File: src/rtl/seq_det_pkg.sv
// seq_det_pkg: shared state type, default sizes and length-width helper for the pattern detector
package seq_det_pkg;
  localparam int DEF_MAX_LEN = 8;
  localparam int DEF_CNT_W = 8;
  typedef enum logic {IDLE = 1'b0, RUN = 1'b1} state_e;
  function automatic int len_w(input int max_len);
    return $clog2(max_len + 1);
  endfunction
endpackage

File: src/rtl/seq_shift_matcher.sv
// seq_shift_matcher: bit history, fresh-bit count and masked pattern compare
// clk/rst: clock, async high reset; shift_en: accept bit_in; clr: wipe history and count
// overlap: keep count after a hit; pattern/len: active config; hit: combinational match on this shift
module seq_shift_matcher import seq_det_pkg::*; #(
  parameter int MAX_LEN = DEF_MAX_LEN,
  parameter int LEN_W = len_w(DEF_MAX_LEN)
) (
  input  logic               clk,
  input  logic               rst,
  input  logic               shift_en,
  input  logic               clr,
  input  logic               bit_in,
  input  logic               overlap,
  input  logic [MAX_LEN-1:0] pattern,
  input  logic [LEN_W-1:0]   len,
  output logic               hit
);
  logic [MAX_LEN-1:0] hist_q, hist_d, mask;
  logic [LEN_W-1:0] cnt_q, cnt_d, cnt_inc;
  always_comb begin
    for (int i = 0; i < MAX_LEN; i++) mask[i] = i < int'(len);
    hist_d = {hist_q[MAX_LEN-2:0], bit_in};
    cnt_inc = cnt_q >= len ? len : cnt_q + LEN_W'(1);
    hit = shift_en && (cnt_inc >= len) && (((hist_d ^ pattern) & mask) == '0);
    // non-overlap restarts the fresh-bit count so the next hit needs len new bits
    cnt_d = clr ? '0 : !shift_en ? cnt_q : (hit && !overlap) ? '0 : cnt_inc;
  end
  always_ff @(posedge clk or posedge rst)
    if (rst) begin
      hist_q <= '0;
      cnt_q <= '0;
    end else begin
      cnt_q <= cnt_d;
      hist_q <= clr ? '0 : shift_en ? hist_d : hist_q;
    end
endmodule

File: src/rtl/seq_det_ctrl.sv
// seq_det_ctrl: programmable serial pattern detector with IDLE/RUN control and saturating match count
// cfg_valid/cfg_ready/cfg_pattern/cfg_len/cfg_overlap: config handshake (IDLE only); cfg_err: illegal length pulse
// start/stop: run control; in_valid/in: serial bits; busy: in RUN; match: detection pulse
// match_cnt/cnt_sat: saturating count since last start and its sticky full flag
module seq_det_ctrl import seq_det_pkg::*; #(
  parameter int MAX_LEN = DEF_MAX_LEN,
  parameter int CNT_W = DEF_CNT_W,
  localparam int LEN_W = len_w(MAX_LEN)
) (
  input  logic               clk,
  input  logic               rst,
  input  logic               cfg_valid,
  output logic               cfg_ready,
  input  logic [MAX_LEN-1:0] cfg_pattern,
  input  logic [LEN_W-1:0]   cfg_len,
  input  logic               cfg_overlap,
  output logic               cfg_err,
  input  logic               start,
  input  logic               stop,
  input  logic               in_valid,
  input  logic               in,
  output logic               busy,
  output logic               match,
  output logic [CNT_W-1:0]   match_cnt,
  output logic               cnt_sat
);
  state_e state_q, state_d;
  logic loaded_q, loaded_d, ov_q, ov_d, match_q, sat_q, sat_d, err_q;
  logic [MAX_LEN-1:0] pat_q, pat_d;
  logic [LEN_W-1:0] len_q, len_d;
  logic [CNT_W-1:0] cnt_q, cnt_d;
  logic cfg_fire, cfg_ok, load, go, hit;
  always_comb begin
    cfg_ready = state_q == IDLE;
    busy = state_q == RUN;
    cfg_fire = cfg_valid && cfg_ready;
    cfg_ok = (cfg_len != '0) && (cfg_len <= LEN_W'(MAX_LEN));
    load = cfg_fire && cfg_ok;
    loaded_d = loaded_q || load;
    pat_d = load ? cfg_pattern : pat_q;
    len_d = load ? cfg_len : len_q;
    ov_d = load ? cfg_overlap : ov_q;
    // a config accepted on the start edge already counts as loaded
    go = cfg_ready && start && loaded_d;
    state_d = go ? RUN : (busy && stop) ? IDLE : state_q;
    cnt_d = go ? '0 : (hit && cnt_q != '1) ? cnt_q + CNT_W'(1) : cnt_q;
    sat_d = go ? 1'b0 : sat_q || (cnt_d == '1);
  end
  always_ff @(posedge clk or posedge rst)
    if (rst) begin
      state_q <= IDLE;
      loaded_q <= 1'b0;
      pat_q <= '0;
      len_q <= '0;
      ov_q <= 1'b0;
      match_q <= 1'b0;
      cnt_q <= '0;
      sat_q <= 1'b0;
      err_q <= 1'b0;
    end else begin
      state_q <= state_d;
      loaded_q <= loaded_d;
      pat_q <= pat_d;
      len_q <= len_d;
      ov_q <= ov_d;
      match_q <= hit;
      cnt_q <= cnt_d;
      sat_q <= sat_d;
      err_q <= cfg_fire && !cfg_ok;
    end
  seq_shift_matcher #(.MAX_LEN(MAX_LEN), .LEN_W(LEN_W)) u_match (
    .clk(clk),
    .rst(rst),
    .shift_en(busy && in_valid),
    .clr(go),
    .bit_in(in),
    .overlap(ov_q),
    .pattern(pat_q),
    .len(len_q),
    .hit(hit)
  );
  assign match = match_q;
  assign match_cnt = cnt_q;
  assign cnt_sat = sat_q;
  assign cfg_err = err_q;
endmodule
File: config.mk
export PLATFORM = sky130hd
export DESIGN_NAME = seq_det_ctrl
export DESIGN_NICKNAME = d
export VERILOG_FILES = /design/src/rtl/seq_det_pkg.sv /design/src/rtl/seq_shift_matcher.sv /design/src/rtl/seq_det_ctrl.sv
export SDC_FILE = /design/constraint.sdc
export NUM_CORES = 1
export LEC_CHECK = 0
export CELL_PAD_IN_SITES_DETAIL_PLACEMENT = 0
export CELL_PAD_IN_SITES_GLOBAL_PLACEMENT = 1
export CORE_MARGIN = 10
export CORE_UTILIZATION = 35
export DETAILED_ROUTE_END_ITERATION = 16
export PLACE_DENSITY_LB_ADDON = 0.1
export SLEW_MARGIN = 20
export SYNTH_ARGS = -nofsm -noshare
export SYNTH_HDL_FRONTEND = slang
export SYNTH_SLANG_ARGS = --single-unit
File: constraint.sdc
create_clock -name clk -period 8.3 [get_ports clk]
set_clock_uncertainty 0.1 [all_clocks]
set_input_delay 2.49 -clock clk [delete_from_list [all_inputs] [get_ports clk]]
set_output_delay 2.49 -clock clk [all_outputs]
set_load 0.05 [all_outputs]
### After elaboration in Yosys (flattened, before gate mapping)

Cells that the tools add are included.

| cells by class | value |
|---|---|
| bitwise gates (word level) | 3 |
| $add $sub $neg | 2 |
| equality and inequality tests | 2 |
| mux-type cells | 11 |
| reduce and logical (&&, ||, !) cells | 20 |
| magnitude comparators | 11 |

Operator list:

| cell | number |
|---|---|
| $lt A3 B4 Y1 const A | 4 |
| $mux W4 | 4 |
| $mux W8 | 2 |
| $mux W7 | 2 |
| $logic_and A1 B1 Y1 | 12 |
| $add A8 B1 Y8 const B | 1 |
| $and A8 B8 Y8 | 1 |
| $eq A8 B8 Y1 const B | 1 |
| $ge A4 B4 Y1 | 2 |
| $logic_not A8 Y1 | 1 |
| $lt A1 B4 Y1 const A | 2 |
| $lt A2 B4 Y1 const A | 2 |
| $ne A8 B8 Y1 const B | 1 |
| $xor A8 B8 Y8 | 1 |
| $add A4 B1 Y4 const B | 1 |
| $le A4 B4 Y1 const B | 1 |
| $reduce_bool A2 Y1 | 2 |
| $reduce_bool A4 Y1 | 1 |
| $mux W1 | 3 |
| $logic_not A1 Y1 | 2 |
| $logic_or A1 B1 Y1 | 2 |
| $not A1 Y1 | 1 |

| word-level totals | value |
|---|---|
| register bits after elaboration | 37 |
| bits of input ports | 20 |
| word-level logic and storage cells | 60 |
| output and inout port bits | 13 |

### Depth between registers and ports, before layout

Gate-level depths: netlist of run 1.

| depth | value |
|---|---|
| depth after elaboration | 11 |
| mapped depth | 17 |
| gate-level depth less buffers | 16 |

### By module

A second synthesis of run 1 with hierarchy kept.

| second synthesis, totals | value |
|---|---|
| cell total of the unflattened synthesis | 222 |
| area, all modules | 2214.6 um2 |

By module, submodules not included:

| module | sequential area each (um2) | instances | area an instance (um2) | cells each |
|---|---|---|---|---|
| seq_det_ctrl | 650.6 | 1 | 1276.2 | 118 |
| seq_shift_matcher | 275.3 | 1 | 938.4 | 104 |

### Worst setup path after synthesis of run 1

OpenSTA, ideal clock, no wires.

| path | value |
|---|---|
| kind | input port to flip-flop |
| start | input cfg_len[1] |
| end | register u_match.cnt_q[1] |
| arrival | 3.987 ns |
| path slack | 4.092 ns |
| library setup time | 0.121 ns |
| buffers on the path | 1 |
| required time | 8.079 ns |
| stages | 7 |
| path through | o31a_1 > nor3_2 > or2_2 > and2_1 > clkbuf_1 > nor2_1 > a22o_1 |

| on the way | value |
|---|---|
| cells in the longest elaborated chain, start to end | 6 |
| elaborated cells between the ends (all ways) | 8 |
| classes of those cells | 1 x order compare; 1 x mux; 6 x reduce/logical |

RTL lines:

| element | RTL line | source |
|---|---|---|
| from (decl) | seq_det_ctrl.sv:15 | `input logic [LEN_W-1:0] cfg_len,` |
| $le A4 B4 Y1 / $reduce_bool A4 Y1 (equally long branches) | seq_det_ctrl.sv:37 | `cfg_ok = (cfg_len != '0) && (cfg_len <= LEN_W'(MAX_LEN));` |
| $logic_and A1 B1 Y1 * | seq_det_ctrl.sv:37 |  |
| $logic_and A1 B1 Y1 * | seq_det_ctrl.sv:38 | `load = cfg_fire && cfg_ok;` |
| $logic_or A1 B1 Y1 * | seq_det_ctrl.sv:39 | `loaded_d = loaded_q \|\| load;` |
| via loaded_d | seq_det_ctrl.sv:28 | `logic loaded_q, loaded_d, ov_q, ov_d, match_q, sat_q, sat_d, err_q;` |
| $logic_and A1 B1 Y1 * | seq_det_ctrl.sv:44 | `go = cfg_ready && start && loaded_d;` |
| $mux W4 / $reduce_bool A2 Y1 (equally long branches) | -- |  |
| to (signal assigned) | seq_shift_matcher.sv:33 | `cnt_q <= cnt_d;` |
| to (decl) | seq_shift_matcher.sv:19 | `logic [LEN_W-1:0] cnt_q, cnt_d, cnt_inc;` |

The timed path passes the listed nets; every way through them passes the cells marked *.
A chain may end at the register's enable or synchronous reset.

### Worst setup path after layout of run 1

| path | value |
|---|---|
| start | input in_valid |
| end | register sat_q, in the netlist cnt_sat |

| on the way | value |
|---|---|
| cells in the longest elaborated chain, start to end | 9 |

RTL lines:

| element | RTL line | source |
|---|---|---|
| from (decl) | seq_det_ctrl.sv:20 | `input logic in_valid,` |
| $logic_and A1 B1 Y1 | seq_det_ctrl.sv:74 | `.shift_en(busy && in_valid),` |
| $logic_and A1 B1 Y1 (2 in series) | seq_shift_matcher.sv:24 | `hit = shift_en && (cnt_inc >= len) && (((hist_d ^ pattern) & mask) == '0);` |
| $logic_and A1 B1 Y1 | seq_det_ctrl.sv:46 | `cnt_d = go ? '0 : (hit && cnt_q != '1) ? cnt_q + CNT_W'(1) : cnt_q;` |
| $mux W8 (2 in series) | seq_det_ctrl.sv:46 |  |
| $eq A8 B8 Y1 | seq_det_ctrl.sv:47 | `sat_d = go ? 1'b0 : sat_q \|\| (cnt_d == '1);` |
| $logic_or A1 B1 Y1 | seq_det_ctrl.sv:47 |  |
| $mux W1 | seq_det_ctrl.sv:47 |  |
| via sat_d | seq_det_ctrl.sv:28 |  |
| to (signal assigned) | seq_det_ctrl.sv:68 | `sat_q <= sat_d;` |
| to (decl) | seq_det_ctrl.sv:28 |  |

The timed path passes the listed nets, and every way through them passes these cells.

==> results of run 1 <==
cell usage after synthesis, types with 2 or more instances:
library cell   n
dfrtp_1       37
nand2_1       28
o21ai_0       16
nand3_1       12
ha_1          10
inv_1          9
mux2_2         9
a21oi_1        7
nor2_1         7
xnor2_1        6
xor2_1         5
a21o_1         3
a22o_1         3
a31oi_1        3
clkbuf_1       3
mux2i_1        3
nand2b_1       3
nor3b_1        3
or3_1          3
and2_1         2
clkbuf_8       2
nor2b_1        2
nor3_1         2
o22ai_1        2
final timing paths:
check | startpoint | to | depth (start not counted)
worst min-delay path | loaded_q | loaded_q | 1
max in group asynchronous | rst | u_match.hist_q[4] | 3
worst max register to register | len_q[0] | cnt_sat | 14
min in group asynchronous | rst | match_cnt[1] | 3
worst min register to register | loaded_q | loaded_q | 1
worst max-delay path | in_valid | cnt_sat | 8
worst max-delay path: cells and delay by family:
family,cells,cell delay (ns)
AO/OA/AOI/OAI,4,0.93
buffers and inverters,1,0.47
AND/OR/NAND/NOR,3,1.07
layer usage:
layer | vias to the layer above | GRT usage
li1 | 805 | -
met1 | 785 | 0.135
met2 | 24 | 0.161
met3 | 5 | 0.0327
met4 | 0 | 0.0268
met5 | - | 0
sequential cells by signal, summed over array words and instances (netlist names):
register and flops:
ov_q 1, match 1, cfg_err 1, u_match.cnt_q 4
loaded_q 1, len_q 4, busy 1, pat_q 8
u_match.hist_q 7, match_cnt 8, cnt_sat 1
area by class of cell:
class	instances	area, µm²	area share
Inverter	9	33.8	0.0132
Clock buffer	5	68.8	0.0268
Clock inverter	3	17.5	0.00682
Timing Repair Buffer	35	343	0.134
Multi-Input combinational cell	154	1080	0.423
Sequential cell	37	926	0.361
Tap cell	75	93.8	0.0365
power by group:
part	leakage, nW	switching [mW]	total (mW)	internal, mW
clock network	0.0439	0.0677	0.126	0.0580
logic	0.583	0.127	0.240	0.114
registers	0.477	0.0402	0.255	0.215
total	1.10	0.234	0.621	0.387
logic make-up (layout without fill, tap and decap cells):
| logic type | count (synthesis) | count (layout) | share of synthesized area |
|---|---|---|---|
| compound gates | 46 | 46 | 0.148 |
| simple gates | 75 | 75 | 0.200 |
| xor+xnor | 11 | 11 | 0.0459 |
| fa+ha+maj | 10 | 10 | 0.0596 |
| flops | 37 | 37 | 0.441 |
| mux | 12 | 12 | 0.0626 |
| buf+inv | 16 | 52 | 0.0423 |
stage by stage:
stage                      util  area, µm²  worst slack (ns)
after floorplan               -       2100              4.09
after global placement    0.422       2480              3.20
after detailed placement  0.422       2480              3.13
after CTS                 0.436       2570              3.44
after global routing      0.436       2570              3.27
final                     0.436       2570              3.43
==> key figures, run 1 <==
Power
  • Overall Power: 0.621 mW
  • Pwr Density: approximately 240 mW/mm²
  • P_leak: 1.10 nW
  • Max IR drop VDD: 0.0905 mV

Logic synthesis
  • Post-synthesis cell area: 0.00210 mm²
  • Synth Instances: a little over 200
  • Post-synth top area share: 0.441
  • Average size of a mapped cell: approximately 10 µm²
  • Largest cells by area after synthesis: dfrtp_1 44%, ha_1 6.0%, nand2_1 5.0%
  • Synthesis-stage register bit count: 37
  • Primary FF master, synth: dfrtp_1
  • Syn nets: approximately 240
  • Cell taking the most area after synthesis: dfrtp_1
  • Synth cell types: 51
  • Async SR Flop Fraction: 1.00
  • Yosys warnings: 0
  • Post-synth EDFFs: 0
  • Register area share after synthesis: 0.441

Place
  • DP HPWL: ~3.6 mm
  • # port buffers: 32
  • Post-Place Cells: between 300 and 400
  • GPL Wtd Cong: between 0.7 and 0.8

Timing
  • Pins Over Slew Limit: 0
  • Highest Clock Rate: around 210 MHz
  • Final period util: 0.587
  • Max_slew headroom: 0.609
  • Setup Viol. Count Final: 0
  • Worst-margin pin slew: roughly 0.59 ns
  • Setup TNS: 0 ns
  • RSZ-0062 raised after global routing: false
  • Clock period minus worst slack: roughly 5 ns
  • Final hold vios: 0
  • Hold Slack: between 0.3 and 0.4 ns

Hold path
  • Worst hold path class: reg -> reg

Worst setup path
  • CP required: approximately 8.4 ns
  • FF-to-FF setup slack: 3.90 ns
  • Worst-path cell chain: clkdlybuf4s50_1, and2_1, o21ai_0, nor4b_4, nand3_2, o31a_2, o2111ai_1, o21ai_1
  • CP max FO: 11
  • Worst Setup End Kind: flop
  • Crit path DAT: roughly 5 ns
  • CP Launch Type: input port
  • Crit path max-delay cell type: clkdlybuf4s50_1
  • Worst setup path class: in -> reg
  • Critical path's largest stage delay: 0.47 ns

Drt
  • WL final: approximately 4.9 mm
  • DR top layer: met4
  • WL met2: ~2.2 mm
  • Post-DR vias/cell: approximately 5
  • Routed Antenna Nets: 0
  • Drt wl/cell: 15.3 µm
  • Total iterations of the first detailed-routing run: 6
  • Initial DRC count: 67
  • Met1 wire length: 2.46 mm
  • Residual DRC: 0
  • Via Count: approximately 1600
  • DR WL met3: 179 µm

Global routing
  • Largest net degree at the start of global routing: 38
  • Initial antenna violation count: 0
  • Number of global-route vias before repair: about 1700
  • First-pass GRT wire length: between 8 and 9 mm
  • Total gr overflow: 0
  • Total GRT Usage: 0.104

Floorplan
  • Die Width: between 90 and 100 µm
  • Die area: between 0.009 and 0.01 mm²
  • Core box area: roughly 0.006 mm²
  • Initial Util: 0.357
  • Site Rows: 28
  • Num ports: 33
  • Die Ht: roughly 100 µm

Final layout
  • Most frequent cells in the layout: 37 x dfrtp_1, 32 x clkdlybuf4s50_1, 28 x nand2_1
  • Post-Layout Cell Count: ~320
  • Layout cells sized above 1: 0.140
  • Area Overhead vs Synth: 22.3%
  • Leading cell type in the layout, fill and taps excluded: dfrtp_1
  • # diodes: 0
  • Fillers: ~600
  • Final net count: roughly 270

Flow run
  • Max-Cap Viols: 0

Clock tree
  • Cts repair resizes: 0
  • Hold buffer count at CTS: 0
  • CTS Sinks: 37
  • Post-CTS Setup Bufs: 0
  • Clk slew on worst S/H paths: 0.08 ns
  • CTS tree: yes
  • Clock Latency Late Sink: about 0.29 ns
  • Max clock buf depth: 2
  • Clk root buf: clkbuf_8
  • H-Tree Level Count: 2
  • CTS Buf Count: 5

Run status
  • Status: finished, final reports clean
Power figures use the tool's default switching activity.
==> run 2: changes to the inputs <==
==> constraint.sdc (replaced) <==
create_clock -name clk -period 5 [get_ports clk]
set_clock_uncertainty 0.1 [all_clocks]
set_input_delay 1.5 -clock clk [delete_from_list [all_inputs] [get_ports clk]]
set_output_delay 1.5 -clock clk [all_outputs]
set_load 0.05 [all_outputs]
==> key figures, run 2 (synthesis gave the netlist of run 1 again) <==
Final layout
  • Most frequent cells in the layout: 37 x dfrtp_1, 32 x clkdlybuf4s50_1, 28 x nand2_1 (unchanged)
  • Fillers: 598 (was 601)
  • # diodes: 0 (unchanged)
  • Final net count: 273 (was 272)
  • Area Overhead vs Synth: 24.0% (was 22.3%)
  • Leading cell type in the layout, fill and taps excluded: dfrtp_1 (unchanged)
  • Final instance area: 0.00260 mm² (was 0.00257 mm²)
  • Layout cells sized above 1: 0.143 (was 0.140)

Timing
  • Final period util: 0.864
  • Max_slew headroom: 0.634 (was 0.609)
  • Setup TNS: 0 ns (unchanged)
  • Highest Clock Rate: 231 MHz
  • Worst-margin pin slew: 0.548 ns (was 0.587 ns)
  • Final hold vios: 0 (unchanged)
  • RSZ-0062 raised after global routing: false (unchanged)
  • Fin worst setup slack: 0.678 ns (was 3.43 ns)
  • Hold Slack: 0.387 ns (was 0.380 ns)
  • Clock period minus worst slack: 4.32 ns
  • Setup Viol. Count Final: 0 (unchanged)
  • Pins Over Slew Limit: 0 (unchanged)

Worst setup path
  • Critical path's largest stage delay: 0.48 ns (was 0.47 ns)
  • FF-to-FF setup slack: 0.68 ns (was 3.90 ns)
  • Crit Reg-Reg Startpoint: len_q[0] (unchanged)
  • Worst setup path class: reg -> reg (was in -> reg)
  • CP max FO: 11 (unchanged)
  • R2R depth: 14 (unchanged)
  • Buf+Inv Stages, Crit Path: 0 (was 1)
  • Crit path DAT: 4.41 ns (was 4.95 ns)
  • CP startpoint: len_q[0] (was in_valid)
  • RR Endpoint: cnt_sat (unchanged)
  • Worst Setup End Kind: flop (unchanged)
  • Worst-path cell chain: ha_1, nand2b_1, a21o_1, a21o_1, a21oi_1, o21ai_0, ha_1, o21ai_0, a222oi_1, nor4b_4, nand3_2, o31a_2, o2111ai_1, o21ai_1 (was clkdlybuf4s50_1, and2_1, o21ai_0, nor4b_4, nand3_2, o31a_2, o2111ai_1, o21ai_1)
  • Top delay family on crit path: compound AO/OA/AOI/OAI gates (was simple AND/OR/NAND/NOR gates)
  • CP required: 5.09 ns (was 8.38 ns)
  • Crit path max-delay cell type: dfrtp_1 (was clkdlybuf4s50_1)
  • CP Launch Type: flop (was input port)
  • CP endpoint: cnt_sat (unchanged)
  • Critical path depth: 14 (was 8)

Place
  • # port buffers: 32 (unchanged)
  • Worst slack, placed: 0.715 ns (was 3.13 ns)
  • DP HPWL: 3.64 mm (about the same)
  • Placed cell areas: 0.00249 mm² (was 0.00248 mm²)
  • GPL Wtd Cong: 0.802 (was 0.791)

Floorplan
  • Die area: 0.00950 mm² (unchanged)
  • Die Ht: 97.5 µm (unchanged)
  • Site Rows: 28 (unchanged)
  • Initial Util: 0.357 (unchanged)
  • Num ports: 33 (unchanged)
  • Die Width: 97.5 µm (unchanged)
  • Core box area: 0.00589 mm² (unchanged)

Clock tree
  • H-Tree Level Count: 2 (unchanged)
  • Clk root buf: clkbuf_8 (unchanged)
  • CTS tree: yes (unchanged)
  • CTS Buf Count: 5 (unchanged)
  • Hold buffer count at CTS: 0 (unchanged)
  • Clock Latency Late Sink: 0.30 ns (was 0.29 ns)
  • Cts repair resizes: 0 (unchanged)
  • Max clock buf depth: 2 (unchanged)
  • Post-CTS Setup Bufs: 0 (unchanged)
  • CTS Sinks: 37 (unchanged)
  • Clk slew on worst S/H paths: 0.09 ns (was 0.08 ns)

Drt
  • Via Count: 1598 (was 1619)
  • Residual DRC: 0 (unchanged)
  • Total iterations of the first detailed-routing run: 4 (was 6)
  • Routed Antenna Nets: 0 (unchanged)
  • Initial DRC count: 41 (was 67)
  • Post-DR vias/cell: 5.01 (was 5.09)
  • WL final: 4.87 mm (was 4.86 mm)
  • Drt wl/cell: 15.3 µm (about the same)

Flow run
  • Max-Cap Viols: 0 (unchanged)

Run status
  • Status: finished, final reports clean (unchanged)

Global routing
  • Total gr overflow: 0 (unchanged)
  • Largest net degree at the start of global routing: 38 (unchanged)
  • Number of global-route vias before repair: 1612 (was 1652)
  • Initial antenna violation count: 0 (unchanged)
  • First-pass GRT wire length: 8.20 mm (was 8.25 mm)
  • Total GRT Usage: 0.102 (was 0.104)

Hold path
  • Worst hold path class: reg -> reg (unchanged)
  • Hold_sp: loaded_q (unchanged)

Power
  • Max IR drop VDD: 0.174 mV (was 0.0905 mV)
  • P_leak: 1.12 nW (was 1.10 nW)
  • Pwr Density: 420 mW/mm² (was 242 mW/mm²)
-- run 2: cell types whose count changed in the layout (fill, tap and decap cells not counted), sizes merged --
cell,before,now
clkinv,2,1
bufinv,0,1
buf,3,4
-- run 2: layer usage --
metal | part of all wire | global-route usage | vias up
met4 | 0.012 | 0.0336 | 0
met1 | 0.52 | 0.140 | 754
met2 | 0.43 | 0.149 | 25
met5 | 0 | 0 | -
li1 | - | - | 813
met3 | 0.040 | 0.0299 | 6
-- run 2: layout make-up --
| class | instances | area, µm² | area share |
|---|---|---|---|
| clock buffers | 5 | 68.8 | 0.0264 |
| clock inverters | 3 | 46.3 | 0.0178 |
| inverters | 9 | 33.8 | 0.0130 |
| multi-input cells | 154 | 1080 | 0.417 |
| flip-flops and latches | 37 | 926 | 0.356 |
| well taps | 75 | 93.8 | 0.0360 |
| repair buffers | 36 | 350 | 0.135 |
-- run 2: stage by stage --
step	std cells	power (mW)	utilization
6_report	319	1.09	0.442
5_1_grt	319	1.18	0.442
4_1_cts	319	1.10	0.442
3_5_place_dp	311	0.833	0.423
3_3_place_gp	311	0.835	0.423
2_1_floorplan	207	0.728	-
-- run 2: worst min path at each step --
stage          depth (start not counted)  slack, ns       end
2_1_floorplan                          1       0.34  loaded_q
3_3_place_gp                           1       0.36  loaded_q
5_1_grt                                1       0.41  loaded_q
6_report                               1       0.39  loaded_q
3_5_place_dp                           1       0.36  loaded_q
4_1_cts                                1       0.38  loaded_q
-- run 2: power breakdown --
part / leakage (nW) / internal (mW) / total, mW / switching, mW
combinational: 0.588 / 0.190 / 0.398 / 0.208
sequential: 0.477 / 0.357 / 0.427 / 0.0693
clock: 0.0543 / 0.149 / 0.268 / 0.119
total: 1.12 / 0.696 / 1.09 / 0.396
==> run 3: changes to the inputs <==
--- a/config.mk
+++ b/config.mk
@@ -5,6 +5,7 @@
 export SDC_FILE = /design/constraint.sdc
 export NUM_CORES = 1
 export LEC_CHECK = 0
+export ABC_CLOCK_PERIOD_IN_PS = 5000
 export CELL_PAD_IN_SITES_DETAIL_PLACEMENT = 0
 export CELL_PAD_IN_SITES_GLOBAL_PLACEMENT = 1
 export CORE_MARGIN = 10
==> results of run 3 <==
Final layout, timing and power as in run 2 (identical DEF).
